File: src/rtl/vga_pkg.sv
// vga_pkg: shared widths, default screen bounds and arbiter FSM states
package vga_pkg;
  localparam int X_W = 8;
  localparam int Y_W = 7;
  localparam int C_W = 3;
  localparam int XMAX_D = 159;
  localparam int YMAX_D = 119;
  typedef enum logic {IDLE, CLEAR} state_t;
endpackage

File: src/rtl/rr_arbiter.sv
// rr_arbiter: combinational round-robin one-hot grant with registered priority pointer
module rr_arbiter #(
  parameter int NREQ = 2,
  localparam int PW = $clog2(NREQ)
) (
  input  logic            clk,
  input  logic            rst,
  input  logic            en,
  input  logic            accept,
  input  logic [NREQ-1:0] valid,
  output logic [NREQ-1:0] grant,
  output logic [PW-1:0]   idx
);
  // ptr names the requester with top priority, i.e. one past the last grant
  logic [PW-1:0] ptr;
  logic found;
  always_comb begin
    grant = '0;
    idx = '0;
    found = 1'b0;
    for (int k = 0; k < NREQ; k++) begin
      if (en && !found && valid[(int'(ptr) + k) % NREQ]) begin
        found = 1'b1;
        idx = PW'((int'(ptr) + k) % NREQ);
        grant[(int'(ptr) + k) % NREQ] = 1'b1;
      end
    end
  end
  always_ff @(posedge clk or posedge rst)
    if (rst) ptr <= '0;
    else if (accept) ptr <= PW'((int'(idx) + 1) % NREQ);
endmodule

File: src/rtl/vga_plot_arbiter.sv
// vga_plot_arbiter: shares the VGA pixel-write port among NREQ engines plus a full-screen clear sweep
module vga_plot_arbiter
  import vga_pkg::*;
#(
  parameter int NREQ = 2,
  parameter int XMAX = XMAX_D,
  parameter int YMAX = YMAX_D
) (
  input  logic                CLOCK_50,
  input  logic                reset,
  input  logic [NREQ-1:0]     req_valid,
  output logic [NREQ-1:0]     req_ready,
  input  logic [X_W*NREQ-1:0] req_x,
  input  logic [Y_W*NREQ-1:0] req_y,
  input  logic [C_W*NREQ-1:0] req_color,
  input  logic                clear_start,
  input  logic [C_W-1:0]      clear_color,
  output logic                busy,
  output logic [7:0]          drop_count,
  output logic [X_W-1:0]      VGA_X,
  output logic [Y_W-1:0]      VGA_Y,
  output logic [C_W-1:0]      VGA_COLOR,
  output logic                plot
);
  localparam int PW = $clog2(NREQ);
  state_t state, state_n;
  logic [PW-1:0] idx;
  logic [X_W-1:0] sx, sel_x;
  logic [Y_W-1:0] sy, sel_y;
  logic [C_W-1:0] sel_c;
  logic accept, in_range, last;
  rr_arbiter #(.NREQ(NREQ)) u_arb (
    .clk(CLOCK_50),
    .rst(reset),
    .en(state == IDLE && !clear_start),
    .accept(accept),
    .valid(req_valid),
    .grant(req_ready),
    .idx(idx)
  );
  assign accept = |req_ready;
  assign sel_x = req_x[int'(idx)*X_W +: X_W];
  assign sel_y = req_y[int'(idx)*Y_W +: Y_W];
  assign sel_c = req_color[int'(idx)*C_W +: C_W];
  assign in_range = int'(sel_x) <= XMAX && int'(sel_y) <= YMAX;
  assign last = int'(sx) == XMAX && int'(sy) == YMAX;
  always_ff @(posedge CLOCK_50 or posedge reset)
    if (reset) state <= IDLE;
    else state <= state_n;
  always_comb
    state_n = (state == IDLE) ? (clear_start ? CLEAR : IDLE) : (last ? IDLE : CLEAR);
  // sx/sy track the sweep pixel currently on the outputs; VGA_COLOR holds the latched fill colour
  always_ff @(posedge CLOCK_50 or posedge reset)
    if (reset) begin
      VGA_X <= '0;
      VGA_Y <= '0;
      VGA_COLOR <= '0;
      plot <= 1'b0;
      busy <= 1'b0;
      drop_count <= '0;
      sx <= '0;
      sy <= '0;
    end else if (state == IDLE) begin
      if (clear_start) begin
        sx <= '0;
        sy <= '0;
        VGA_X <= '0;
        VGA_Y <= '0;
        VGA_COLOR <= clear_color;
        plot <= 1'b1;
        busy <= 1'b1;
      end else if (accept && in_range) begin
        VGA_X <= sel_x;
        VGA_Y <= sel_y;
        VGA_COLOR <= sel_c;
        plot <= 1'b1;
      end else begin
        plot <= 1'b0;
        if (accept && drop_count != 8'hFF) drop_count <= drop_count + 8'd1;
      end
    end else if (last) begin
      plot <= 1'b0;
      busy <= 1'b0;
    end else begin
      sx <= (int'(sx) == XMAX) ? '0 : sx + X_W'(1);
      sy <= (int'(sx) == XMAX) ? sy + Y_W'(1) : sy;
      VGA_X <= (int'(sx) == XMAX) ? '0 : sx + X_W'(1);
      VGA_Y <= (int'(sx) == XMAX) ? sy + Y_W'(1) : sy;
      plot <= 1'b1;
    end
endmodule

File: config.mk
export PLATFORM = sky130hd
export DESIGN_NAME = vga_plot_arbiter
export DESIGN_NICKNAME = d
export VERILOG_FILES = /design/src/rtl/vga_pkg.sv /design/src/rtl/rr_arbiter.sv /design/src/rtl/vga_plot_arbiter.sv
export SDC_FILE = /design/constraint.sdc
export NUM_CORES = 1
export LEC_CHECK = 0
export CAP_MARGIN = 5
export CORE_ASPECT_RATIO = 0.5
export CORE_MARGIN = 3
export CORE_UTILIZATION = 52
export DETAILED_ROUTE_END_ITERATION = 8
export HOLD_SLACK_MARGIN = 0.05
export PLACE_DENSITY = 0.89
export SYNTH_ARGS = -nofsm -noshare
export SYNTH_HDL_FRONTEND = slang
export SYNTH_SLANG_ARGS = --single-unit
File: constraint.sdc
create_clock -name CLOCK_50 -period 4.9 [get_ports CLOCK_50]
set_clock_uncertainty 0.15 [all_clocks]
set_input_delay 0.735 -clock CLOCK_50 [delete_from_list [all_inputs] [get_ports CLOCK_50]]
set_output_delay 0.735 -clock CLOCK_50 [all_outputs]
set_load 0.05 [all_outputs]
# Yosys cells after proc, flatten, opt, wreduce, memory -nomap -nowiden

Index checks and enable logic that the tools add are counted.

Flip-flop bits (word level): 45
Logic and storage cells: 96
Output and inout port bits: 30
Input bits: 44

Multipliers: 2
Multiplexer cells: 39
Reduce and logical (&&, ||, !) cells: 21
Shift-type cells: 3
Bitwise logic cells: 5
Equality and inequality tests: 5
Add/sub/neg operators: 5
$lt $le $gt $ge: 6

Operators with widths:

| kind                | number |
|---|---|
| $mux 8              | 7 |
| $mux 7              | 7 |
| $mux 1              | 19 |
| $add 8x1->8 const B | 2 |
| $shiftx 16x5->8     | 1 |
| $shiftx 14x5->7     | 1 |
| $logic_and 1x1->1   | 10 |
| $eq 8x8->1 const B  | 1 |
| $le 8x8->1 const B  | 1 |
| $ne 8x8->1 const B  | 1 |
| $reduce_and 2->1    | 4 |
| $add 7x1->7 const B | 1 |
| $eq 7x5->1 const B  | 1 |
| $le 7x7->1 const B  | 1 |
| $mux 3              | 2 |
| $shiftx 6x4->3      | 1 |
| $mul 1x3->4 const B | 1 |
| $mux 2              | 2 |
| $reduce_and 4->1    | 1 |
| $reduce_bool 2->1   | 2 |
| $lt 2x3->1 const B  | 1 |
| $mul 1x2->3 const B | 1 |
| $not 1->1           | 3 |
| $reduce_bool 3->1   | 1 |
| other kinds (11)    | 14 |

# Logic depth before layout (Yosys ltp)

Gate-level depths: netlist of run 1.

Depth after elaboration: 16
Gate-level depth with buffers: 9
Mapped depth without buffers: 7

# Cells and area by module

Synthesis of run 1 repeated with hierarchy kept, for this count alone.

Cells, all modules: 257
Area total of the unflattened synthesis: 2701.3 sq um

Modules (own cells, without submodules):

| module           | cells an instance | seq. area each (sq um) | times used | area an instance (sq um) |
|---|---|---|---|---|
| vga_plot_arbiter | 248               | 1101.1                 | 1          | 2617.5 |
| rr_arbiter       | 9                 | 25.0                   | 1          | 83.8 |

# Least setup slack after synthesis of run 1

OpenSTA, ideal clock, no wires.

Kind: reg2reg
From: register sx[0]
To: register VGA_X[0]
Cell stages (with the launch flop): 10
Clock period less this slack: 2.651 ns
Setup slack: 2.249 ns
Arrival: 2.376 ns
Library setup time: 0.125 ns
Data required time: 4.625 ns
Path buffers: 2
Cells stage by stage: dfrtp_1 > ha_1 > nand4_4 > or4_4 > o21ai_4 > inv_2 > a21o_1 > buf_6 > buf_6 > mux2_4

Longest elaborated chain between the ends: 4
Elaborated cells on any way between the ends: 8
Classes of those cells: add/sub: 1; eq/ne: 2; mux: 3; reduce/logical: 2

Ends and longest elaborated chain:

| what                                               | RTL line                                       | RTL |
|---|---|---|
| from (decl)                                        | vga_plot_arbiter.sv:28                         | `logic [X_W-1:0] sx, sel_x;` |
| from (signal assigned)                             | vga_plot_arbiter.sv:85                         | `sx <= (int'(sx) == XMAX) ? '0 : sx + X_W'(1);` |
| $add 8x1->8 / $eq 8x8->1 (equally long branches)   | vga_plot_arbiter.sv:87, vga_plot_arbiter.sv:46 |  |
| $mux 8 / $logic_and 1x1->1 (equally long branches) | vga_plot_arbiter.sv:87, vga_plot_arbiter.sv:46 |  |
| $mux 8 / $ne 2x2->1 (equally long branches)        | n/a                                            |  |
| $mux 8 / $reduce_and 2->1 (equally long branches)  | n/a                                            |  |
| to (signal assigned)                               | vga_plot_arbiter.sv:73                         | `VGA_X <= sel_x;` |
| to (signal assigned)                               | vga_plot_arbiter.sv:87                         | `VGA_X <= (int'(sx) == XMAX) ? '0 : sx + X_W'(1);` |
| to (decl)                                          | vga_plot_arbiter.sv:20                         | `output logic [X_W-1:0] VGA_X,` |

Several ways; a longest one is shown, not always the timed one. The select of a mux whose other input is x is not followed.
A chain may end at the register's enable or synchronous reset.

# Worst setup path after layout of run 1

From: input port clear_start
To: output port req_ready[1]

Longest elaborated chain between the ends: 8
Elaborated cells on any way between the ends: 10
Classes of those cells: mux: 3; bitwise: 1; reduce/logical: 6

Ends and longest elaborated chain:

| what                            | RTL line               | RTL |
|---|---|---|
| from (decl)                     | vga_plot_arbiter.sv:16 | `input logic clear_start,` |
| $logic_not 1->1 *               | vga_plot_arbiter.sv:35 | `.en(state == IDLE && !clear_start),` |
| $logic_and 1x1->1 *             | vga_plot_arbiter.sv:35 |  |
| $logic_and 1x1->1               | rr_arbiter.sv:22       | `if (en && !found && valid[(int'(ptr) + k) % NREQ]) begin` |
| $mux 1                          | rr_arbiter.sv:22       |  |
| $logic_not 1->1                 | rr_arbiter.sv:22       |  |
| $logic_and 1x1->1 (2 in series) | rr_arbiter.sv:22       |  |
| $mux 2 *                        | rr_arbiter.sv:22       |  |
| to (decl)                       | vga_plot_arbiter.sv:12 | `output logic [NREQ-1:0] req_ready,` |

Mark *: on every way between the ends. The rest lies on a longest branch, timed or not.

==> flow_summary.yaml, run 1 <==
clock_tree:
  cts_buffer_depth: 2
  cts_root_buffer: "clkbuf_8"
  clkSlewWorstSetupHoldPaths_ns: 0.08
  post_cts_buffers: 0
  cts_resized: 0
  clock-sinks: 45
  tritoncts: "built"
  postCtsHoldBufs: 0
  numCtsBuffers: 5
  htreeDepth: 2
  clk_latency_ns: 0.31
drt:
  dr.pass1.iters: 4
  via_per_inst: 5.870
  wl_per_cell_um: 17.50
  vias: 2348
  ant_nets: 0
  routed_wl_um: 7001
  drt_iter0_drc: 123
  drc: 0
pwr:
  p_sw_w: 0.0004492
  p_sw_share_pct: 36.28
  power_frac_comb_pct: 34.6
  clockPowerShare_pct: 23.7
  power_frac_seq_pct: 41.7
  peakVddDrop_mv: 0.2716
  intPower_w: 0.0007889
  p_leak_nw: 1.616
  powerDensity_nw_per_um2: 349.7
yosys:
  synthTopCellsByArea: "dfrtp_1 42%, mux2i_1 7.1%, mux2_4 5.1%, nand2_1 3.9%, xor2_1 3.9%"
  yosys-top-cells-count: "45 x dfrtp_1, 28 x nand2_1, 19 x mux2i_1"
  synth_ff_type: "dfrtp_1"
  synth_edf_count: 0
  synth_largest_area_cell: "dfrtp_1"
  yosysWarnings: 0
  ys_ff_latch: 45
  synth_area_um2: 2673
  yosys.area.top_type_share_pct: 42.13
  syn_nets: 313
  ys_seq_area_share_pct: 42.13
  yosysMostFrequentCell: "dfrtp_1"
  yosysUniqueCellTypes: 52
  async_flop_share_pct: 100.0
  syn-instance-count: 266
  syn_area_per_cell_um2: 10.05
setup_path:
  ff2ff_path_depth: 7
  startpoint_type: "input port"
  cp_max_fo: 6
  rr_startpoint: "sx[0]"
  rr_endpoint: "VGA_Y[3]"
  worstSetupPathType: "input port to output port"
  end_kind: "output port"
  required_ns: 4.01
  reg2reg_slack_ns: 1.59
  arrival_ns: 2.78
job:
  max_cap_violations: 0
timing:
  finalSetupViolations: 0
  fin_crit_ns: 3.670
  setup_slack_ns: 1.230
  finalHoldViolCount: 0
  tightest_slew_ns: 0.9429
  tns_ns: 0
  report.final.slew_viol_count: 0
  period_share_pct: 74.89
  slew_headroom_pct: 37.05
  rsz0062_at_grt: "false"
  max_clock_freq_mhz: 272.5
floorplan:
  die_area_um2: 6088
  core_um2: 4658
  dieWidth_um: 107.4
  rows: 17
  initial_utilization_pct: 57.37
  die_h_um: 56.70
  num_io_pins: 74
hold_path:
  hp-start: "drop_count[5]"
  hold_path_depth: 1
  hold_end: "drop_count[5]"
  hold_path_class: "flop to flop"
layout:
  n_antenna_cell: 0
  drive_above_1_share_pct: 9.880
  nets: 380
  syn2layout_area_growth_pct: 32.49
grt:
  grt_antenna_before_repair: 0
  grt_pass1_wl_um: 11430
  grt_use_total_pct: 23.68
  grt_max_degree: 46
  grt_pass1_vias: 2340
  overflow: 0
placement:
  post-place-ws_ns: 1.251
  hpwl_um: 5053
  portBuffers: 73
  routabilityCongestion: 0.8617
run_status:
  status: "complete, no violations"
-- power by group through the flow --
| stage | Combinational (W) | Sequential (W) | Clock [W] |
|---|---|---|---|
| 2_1_floorplan | 0.000197 | 0.000598 | 0 |
| 3_3_place_gp | 0.000412 | 0.000514 | 0 |
| 3_5_place_dp | 0.000424 | 0.000521 | 0 |
| 4_1_cts | 0.000431 | 0.000514 | 0.000299 |
| 5_1_grt | 0.000458 | 0.000527 | 0.000316 |
| 6_report | 0.000428 | 0.000516 | 0.000294 |
-- logic make-up (layout without fill, tap and decap cells) --
kind of cell | count (synthesis) | after routing | synth area share [%]
and+or+nand+nor | 84 | 84 | 16.76
xor gates and xnor gates | 16 | 16 | 5.243
AOI/OAI and AO/OA | 59 | 59 | 15.36
buffers and inverters | 24 | 92 | 3.979
adders and majority gates | 3 | 3 | 1.405
muxes | 35 | 35 | 15.12
DFF | 45 | 45 | 42.13
-- cell usage in the layout (no fill, tap or decap), types with 3 or more instances in the layout --
cell / n
o21ai_0: 17
dfrtp_1: 45
nand2b_1: 3
ha_1: 3
mux2_2: 7
o22ai_1: 7
nor4_1: 7
nor3_1: 5
nor2_1: 9
mux2i_1: 19
xor2_1: 12
mux2_4: 9
xnor2_1: 4
clkdlybuf4s50_1: 73
nand3_1: 12
o2bb2ai_1: 3
inv_1: 8
a21oi_1: 5
clkbuf_8: 6
a21o_1: 5
nand2_1: 28
o31a_1: 3
o31ai_1: 3
nand4_1: 3
-- registers in the layout, summed over array words and instances (netlist names) --
signal and count:
VGA_X 8, drop_count 8, sx 8, VGA_Y 7
sy 7, VGA_COLOR 3, busy 1, plot 1
state 1, u_arb.ptr 1
-- metal layers --
metal  track usage [%]  vias to the layer above  share of wire [%]
li1                  -                     1101                  -
met1             30.88                     1137                 43
met2             39.91                       97                 47
met3             5.741                       13                8.8
met4             5.755                        0                1.5
met5                 0                        -                  0
-- worst max-delay path by stage --
stage,from,slack [ns],end
final,clear_start,1.23,req_ready[1]
after global routing,clear_start,1.08,req_ready[1]
after CTS,clear_start,1.25,req_ready[1]
after detailed placement,clear_start,1.25,req_ready[1]
after global placement,clear_start,1.33,req_ready[1]
after floorplan,sx[0],2.25,VGA_X[0]
-- stage by stage --
step	std cells	util [%]	power, W	area (um^2)	hold slack (ns)
floorplan	266	-	0.0007948	2673	0.3295
global placement	392	73.52	0.0009253	3425	0.3290
detailed placement	392	73.52	0.0009448	3425	0.3417
CTS	400	76.01	0.001244	3541	0.3617
global route	400	76.01	0.001301	3541	0.3814
finish	400	76.01	0.001238	3541	0.3553
-- layout make-up --
class	instances	area (um^2)
Clock inverter	1	30.03
Inverter	10	37.54
Timing Repair Buffer	74	738.2
Sequential cell	45	1126
Tap cell	66	82.58
Fill cell	313	1117
Clock buffer	7	86.33
Multi-Input combinational cell	197	1440
-- critical path, cell delays in order --
cell and delay (ns):
clkdlybuf4s50_1 0.51, nor2_1 0.26, nand3_1 0.31, inv_1 0.15, clkdlybuf4s50_1 0.81
Note: power is estimated with default switching activity, not from simulation.
==> inputs of run 2 (changes only) <==
--- a/config.mk
+++ b/config.mk
@@ -8,10 +8,10 @@
 export CAP_MARGIN = 5
 export CORE_ASPECT_RATIO = 0.5
 export CORE_MARGIN = 3
-export CORE_UTILIZATION = 52
+export CORE_UTILIZATION = 44
 export DETAILED_ROUTE_END_ITERATION = 8
 export HOLD_SLACK_MARGIN = 0.05
-export PLACE_DENSITY = 0.89
+export PLACE_DENSITY = 0.8
 export SYNTH_ARGS = -nofsm -noshare
 export SYNTH_HDL_FRONTEND = slang
 export SYNTH_SLANG_ARGS = --single-unit
==> constraint.sdc (replaced) <==
create_clock -name CLOCK_50 -period 3 [get_ports CLOCK_50]
set_clock_uncertainty 0.15 [all_clocks]
set_input_delay 0.45 -clock CLOCK_50 [delete_from_list [all_inputs] [get_ports CLOCK_50]]
set_output_delay 0.45 -clock CLOCK_50 [all_outputs]
set_load 0.05 [all_outputs]
==> run 2 against run 1 <==
Compared with the run above:
- count of clock-buffer cells in the layout decreased by 1
- sequential power is 63% higher
- via count grew 1.7%
- utilization is 11 points lower
- power rose by 67%
- clock power is 81% higher
- global-route usage shrank 3.6 points
- sequential cell count is the same
- first-iteration DRC count grew 13%
- sequential share of layout area shrank 1.1 points
- critical path type is now flop to flop
==> flow_summary.yaml, run 2 (same netlist as run 1, synthesis figures left out) <==
floorplan:
  rows: 19
  initial_utilization_pct: 47.04
  num_io_pins: 74
  die_h_um: 61.11
  die_area_um2: 7102
  core_um2: 5682
  dieWidth_um: 116.2
layout:
  fin_cells: 419
  syn2layout_area_growth_pct: 37.31
  final_common_cell: "clkdlybuf4s50_1"
  n_antenna_cell: 0
  nets: 392
  layout_common_cells: "71 x clkdlybuf4s50_1, 45 x dfrtp_1, 28 x nand2_1"
  top_regs: "VGA_X (8), drop_count (8), sx (8)"
  drive_above_1_share_pct: 13.58
  utilization_pct: 64.59
clock_tree:
  postCtsHoldBufs: 0
  clkSlewWorstSetupHoldPaths_ns: 0.06
  numCtsBuffers: 5
  cts_resized: 0
  tritoncts: "built"
  clock-sinks: 45
  clk_latency_ns: 0.28
  htreeDepth: 2
  post_cts_buffers: 0
  cts_root_buffer: "clkbuf_16"
  cts_buffer_depth: 2
pwr:
  power_w: 0.002074
  peakVddDrop_mv: 0.2880
  powerDensity_nw_per_um2: 565.1
  p_leak_nw: 1.691
setup_path:
  cp_max_fo: 10
  max_stage_delay_ns: 0.61
  cp_slowest_cell: "or4_4"
  arrival_ns: 2.72
  startpoint_type: "flop"
  path_depth: 8
  ff2ff_path_depth: 8
  critPathBufInv: 2
  worstSetupPathType: "flop to flop"
  cp_top_family: "simple AND/OR/NAND/NOR gates"
  path_cells: "ha_1 -> nand4_4 -> or4_4 -> o21ai_4 -> inv_2 -> a21o_1 -> buf_4 -> mux2_4"
  end_kind: "flop"
  required_ns: 3.02
timing:
  finalHoldViolCount: 0
  tns_ns: 0
  report.final.slew_viol_count: 0
  period_share_pct: 89.85
  finalSetupViolations: 0
  rsz0062_at_grt: "false"
  max_clock_freq_mhz: 371.0
  tightest_slew_ns: 0.5750
  slew_headroom_pct: 60.67
  fin_crit_ns: 2.695
drt:
  drt_iter0_drc: 139
  dr.pass1.iters: 4
  ant_nets: 0
  wl_per_cell_um: 16.54
  via_per_inst: 5.702
  vias: 2389
  drc: 0
  routed_wl_um: 6930
placement:
  portBuffers: 73
  hpwl_um: 5283
  routabilityCongestion: 0.9028
  dp.cells: 411
job:
  max_cap_violations: 0
grt:
  overflow: 0
  grt_antenna_before_repair: 0
  grt_pass1_vias: 2272
  grt_pass1_wl_um: 11140
  grt_use_total_pct: 20.09
  grt_max_degree: 21
run_status:
  status: "complete, no violations"
hold_path:
  hold_path_class: "input port to asynchronous set/reset pin"
-- run 2: cell count changes in the layout (fill, tap and decap cells not counted) --
cell / previous run / this run
buf_12: 0 / 1
buf_4: 1 / 14
bufinv_16: 1 / 0
clkbuf_16: 0 / 5
clkbuf_8: 6 / 0
clkdlybuf4s50_1: 73 / 71
clkinv_2: 0 / 2
-- run 2: final cells by class --
class,count,area [um^2]
Fill cell,470,2012
Clock buffer,6,128.9
Clock inverter,2,10.01
Tap cell,73,91.34
Multi-Input combinational cell,197,1440
Sequential cell,45,1126
Inverter,10,37.54
Timing Repair Buffer,86,835.8
-- run 2: metrics by stage --
step	cell area [um^2]	setup WS, ns	hold WS, ns
2_1_floorplan	2673	0.3493	0.3295
5_1_grt	3670	0.2014	0.3256
3_3_place_gp	3531	0.3807	0.3346
3_5_place_dp	3531	0.3544	0.3450
6_report	3670	0.3046	0.2704
4_1_cts	3670	0.3212	0.2815
-- run 2: metal layers --
layer	part of all wire, %	vias to the layer above	global-route usage (%)
li1	-	1139	-
met1	46	1165	28.33
met2	48	81	33.09
met3	6.3	4	3.631
met4	0.49	0	4.132
met5	0	-	0
-- run 2: worst reg2reg max path: cells and delay by family, from the launching register on --
family / cells / cell delay [ns]
adder cells (fa/ha/maj): 1 / 0.27
multiplexers: 1 / 0.32
AND/OR/NAND/NOR: 2 / 0.78
buffers and inverters: 2 / 0.29
AO/OA/AOI/OAI: 2 / 0.33
flip-flops: 1 / 0.45
-- run 2: worst paths after layout --
kind / from / end / slack [ns]
setup reg to reg: sx[0] / VGA_Y[1] / 0.30
setup / recovery: sx[0] / VGA_Y[1] / 0.30
max in group asynchronous: reset / sx[5] / 1.88
min in group CLOCK_50: drop_count[5] / drop_count[5] / 0.35
hold / removal: reset / drop_count[2] / 0.27
hold reg to reg: drop_count[5] / drop_count[5] / 0.35
-- run 2: power by group --
part / internal, W / total [W] / switching [W]
logic: 0.000318 / 0.000701 / 0.000383
registers: 0.000709 / 0.000841 / 0.000132
clock network: 0.000306 / 0.000532 / 0.000226
total: 0.00133 / 0.00207 / 0.000741
==> inputs of run 3 (changes only) <==
==> constraint.sdc (replaced) <==
create_clock -name CLOCK_50 -period 3 [get_ports CLOCK_50]
set_clock_uncertainty 0.15 [all_clocks]
set_input_delay 0.9 -clock CLOCK_50 [delete_from_list [all_inputs] [get_ports CLOCK_50]]
set_output_delay 0.9 -clock CLOCK_50 [all_outputs]
set_load 0.05 [all_outputs]
==> run 3 against run 2 <==
Compared with the run above:
- register-to-register slack worse by 0.03 ns
- power up 4.1%
- critical path depth decreased by 4
- routed wire length grew 6.7%
- highest routed layer unchanged
==> flow_summary.yaml, run 3 (same netlist as run 1, synthesis figures left out) <==
setup_path:
  required_ns: 1.95
  worstSetupPathType: "input port to output port"
  startpoint_type: "input port"
  arrival_ns: 1.89
  end_kind: "output port"
  cp_max_fo: 3
placement:
  post-place-ws_ns: -0.09623
  portBuffers: 73
  hpwl_um: 5437
  routabilityCongestion: 0.8597
grt:
  grt_use_total_pct: 21.34
  grt_pass1_vias: 2427
  grt_max_degree: 26
  grt_pass1_wl_um: 11810
  overflow: 0
  grt_antenna_before_repair: 0
clock_tree:
  cts_root_buffer: "clkbuf_16"
  cts_buffer_depth: 2
  htreeDepth: 2
  numCtsBuffers: 5
  clkSlewWorstSetupHoldPaths_ns: 0.06
  tritoncts: "built"
  clock-sinks: 45
  post_cts_buffers: 0
  clk_latency_ns: 0.28
pwr:
  peakVddDrop_mv: 0.3441
  powerDensity_nw_per_um2: 572.4
  p_leak_nw: 1.734
timing:
  slew_headroom_pct: 63.30
  report.final.slew_viol_count: 0
  finalHoldViolCount: 0
  finalSetupViolations: 0
  max_clock_freq_mhz: 340.3
  period_share_pct: 97.95
  tightest_slew_ns: 0.5497
  rsz0062_at_grt: "false"
  fin_crit_ns: 2.939
  setup_slack_ns: 0.06135
  timing.hold.ws_ns: 0.3441
floorplan:
  core_um2: 5682
  die_area_um2: 7102
  die_h_um: 61.11
  rows: 19
  dieWidth_um: 116.2
  num_io_pins: 74
  initial_utilization_pct: 47.04
layout:
  final_common_cell: "clkdlybuf4s50_1"
  syn2layout_area_growth_pct: 41.10
  nets: 398
  n_fill_cell: 469
  drive_above_1_share_pct: 16.19
  layout_common_cells: "71 x clkdlybuf4s50_1, 45 x dfrtp_1, 28 x nand2_1"
  n_antenna_cell: 0
  top_regs: "VGA_X (8), drop_count (8), sx (8)"
run_status:
  status: "complete, no violations"
job:
  max_cap_violations: 0
drt:
  drc: 0
  dr.pass1.iters: 4
  routed_wl_um: 7397
  vias: 2412
  via_per_inst: 5.675
  drt_iter0_drc: 103
  wl_per_cell_um: 17.40
  ant_nets: 0
hold_path:
  hold_path_class: "flop to flop"
-- run 3: changes by cell type in the layout (fill, tap and decap cells not counted) --
cell	change
nor2_4	+1
buf_4	+4
nor2_1	-1
clkbuf_1	-1
inv_1	-1
clkbuf_8	+2
buf_12	+2
nand3_2	+1
nand3_1	-1
inv_2	+1
clkinv_2	-1
-- run 3: layout make-up --
cell class | instances | area (um^2) | share of cell area [%]
timing repair buffer | 92 | 905.9 | 24.02
clock buffer | 7 | 152.6 | 4.048
inverter | 10 | 37.54 | 0.9954
clock inverter | 1 | 5.005 | 0.1327
tap | 73 | 91.34 | 2.422
multi-input combinational | 197 | 1453 | 38.52
sequential | 45 | 1126 | 29.86
-- run 3: final timing paths --
kind                       depth (start not counted)          start  slack [ns]            end
setup / recovery                                   4    clear_start        0.06   req_ready[0]
hold / removal                                     1  drop_count[5]        0.34  drop_count[5]
hold reg to reg                                    1  drop_count[5]        0.34  drop_count[5]
min in group asynchronous                          2          reset        0.84       VGA_X[5]
max in group asynchronous                          3          reset        1.29          sy[1]
setup reg to reg                                   8          sx[0]        0.27       VGA_X[2]
-- run 3: through the flow --
| stage | cells | util, % | power, W | instance area [um^2] | setup TNS, ns |
|---|---|---|---|---|---|
| 3_3_place_gp | 417 | 63.38 | 0.001544 | 3601 | -0.09654 |
| 3_5_place_dp | 417 | 63.38 | 0.001574 | 3601 | -1.443 |
| 6_report | 425 | 66.37 | 0.002159 | 3771 | 0 |
| 2_1_floorplan | 266 | - | 0.001298 | 2673 | 0 |
| 4_1_cts | 425 | 66.20 | 0.002165 | 3761 | 0 |
| 5_1_grt | 425 | 66.37 | 0.002264 | 3771 | 0 |
-- run 3: critical path: stages --
cell and delay, ns:
clkdlybuf4s50_1 0.47, nor2_4 0.15, and3_1 0.22, buf_12 0.15
-- run 3: report_power, final --
part	switching (W)	total [W]	internal [W]
clock network	0.000232	0.000585	0.000353
logic	0.000396	0.000720	0.000324
registers	0.000145	0.000854	0.000709
total	0.000773	0.00216	0.00139
-- run 3: metal layers --
metal | vias up | track usage, % | routed length, um
li1 | 1147 | - | -
met1 | 1180 | 28.85 | 3414
met2 | 72 | 35.37 | 3526
met3 | 13 | 4.024 | 329
met4 | 0 | 6.942 | 127
met5 | - | 0 | 0
-- run 3: timing repair --
| action | 4_1_cts | 5_1_grt |
|---|---|---|
| hold buffers | 0 | 0 |
| setup endpoints to repair | 1 | 2 |
| resized for setup | 2 | 2 |
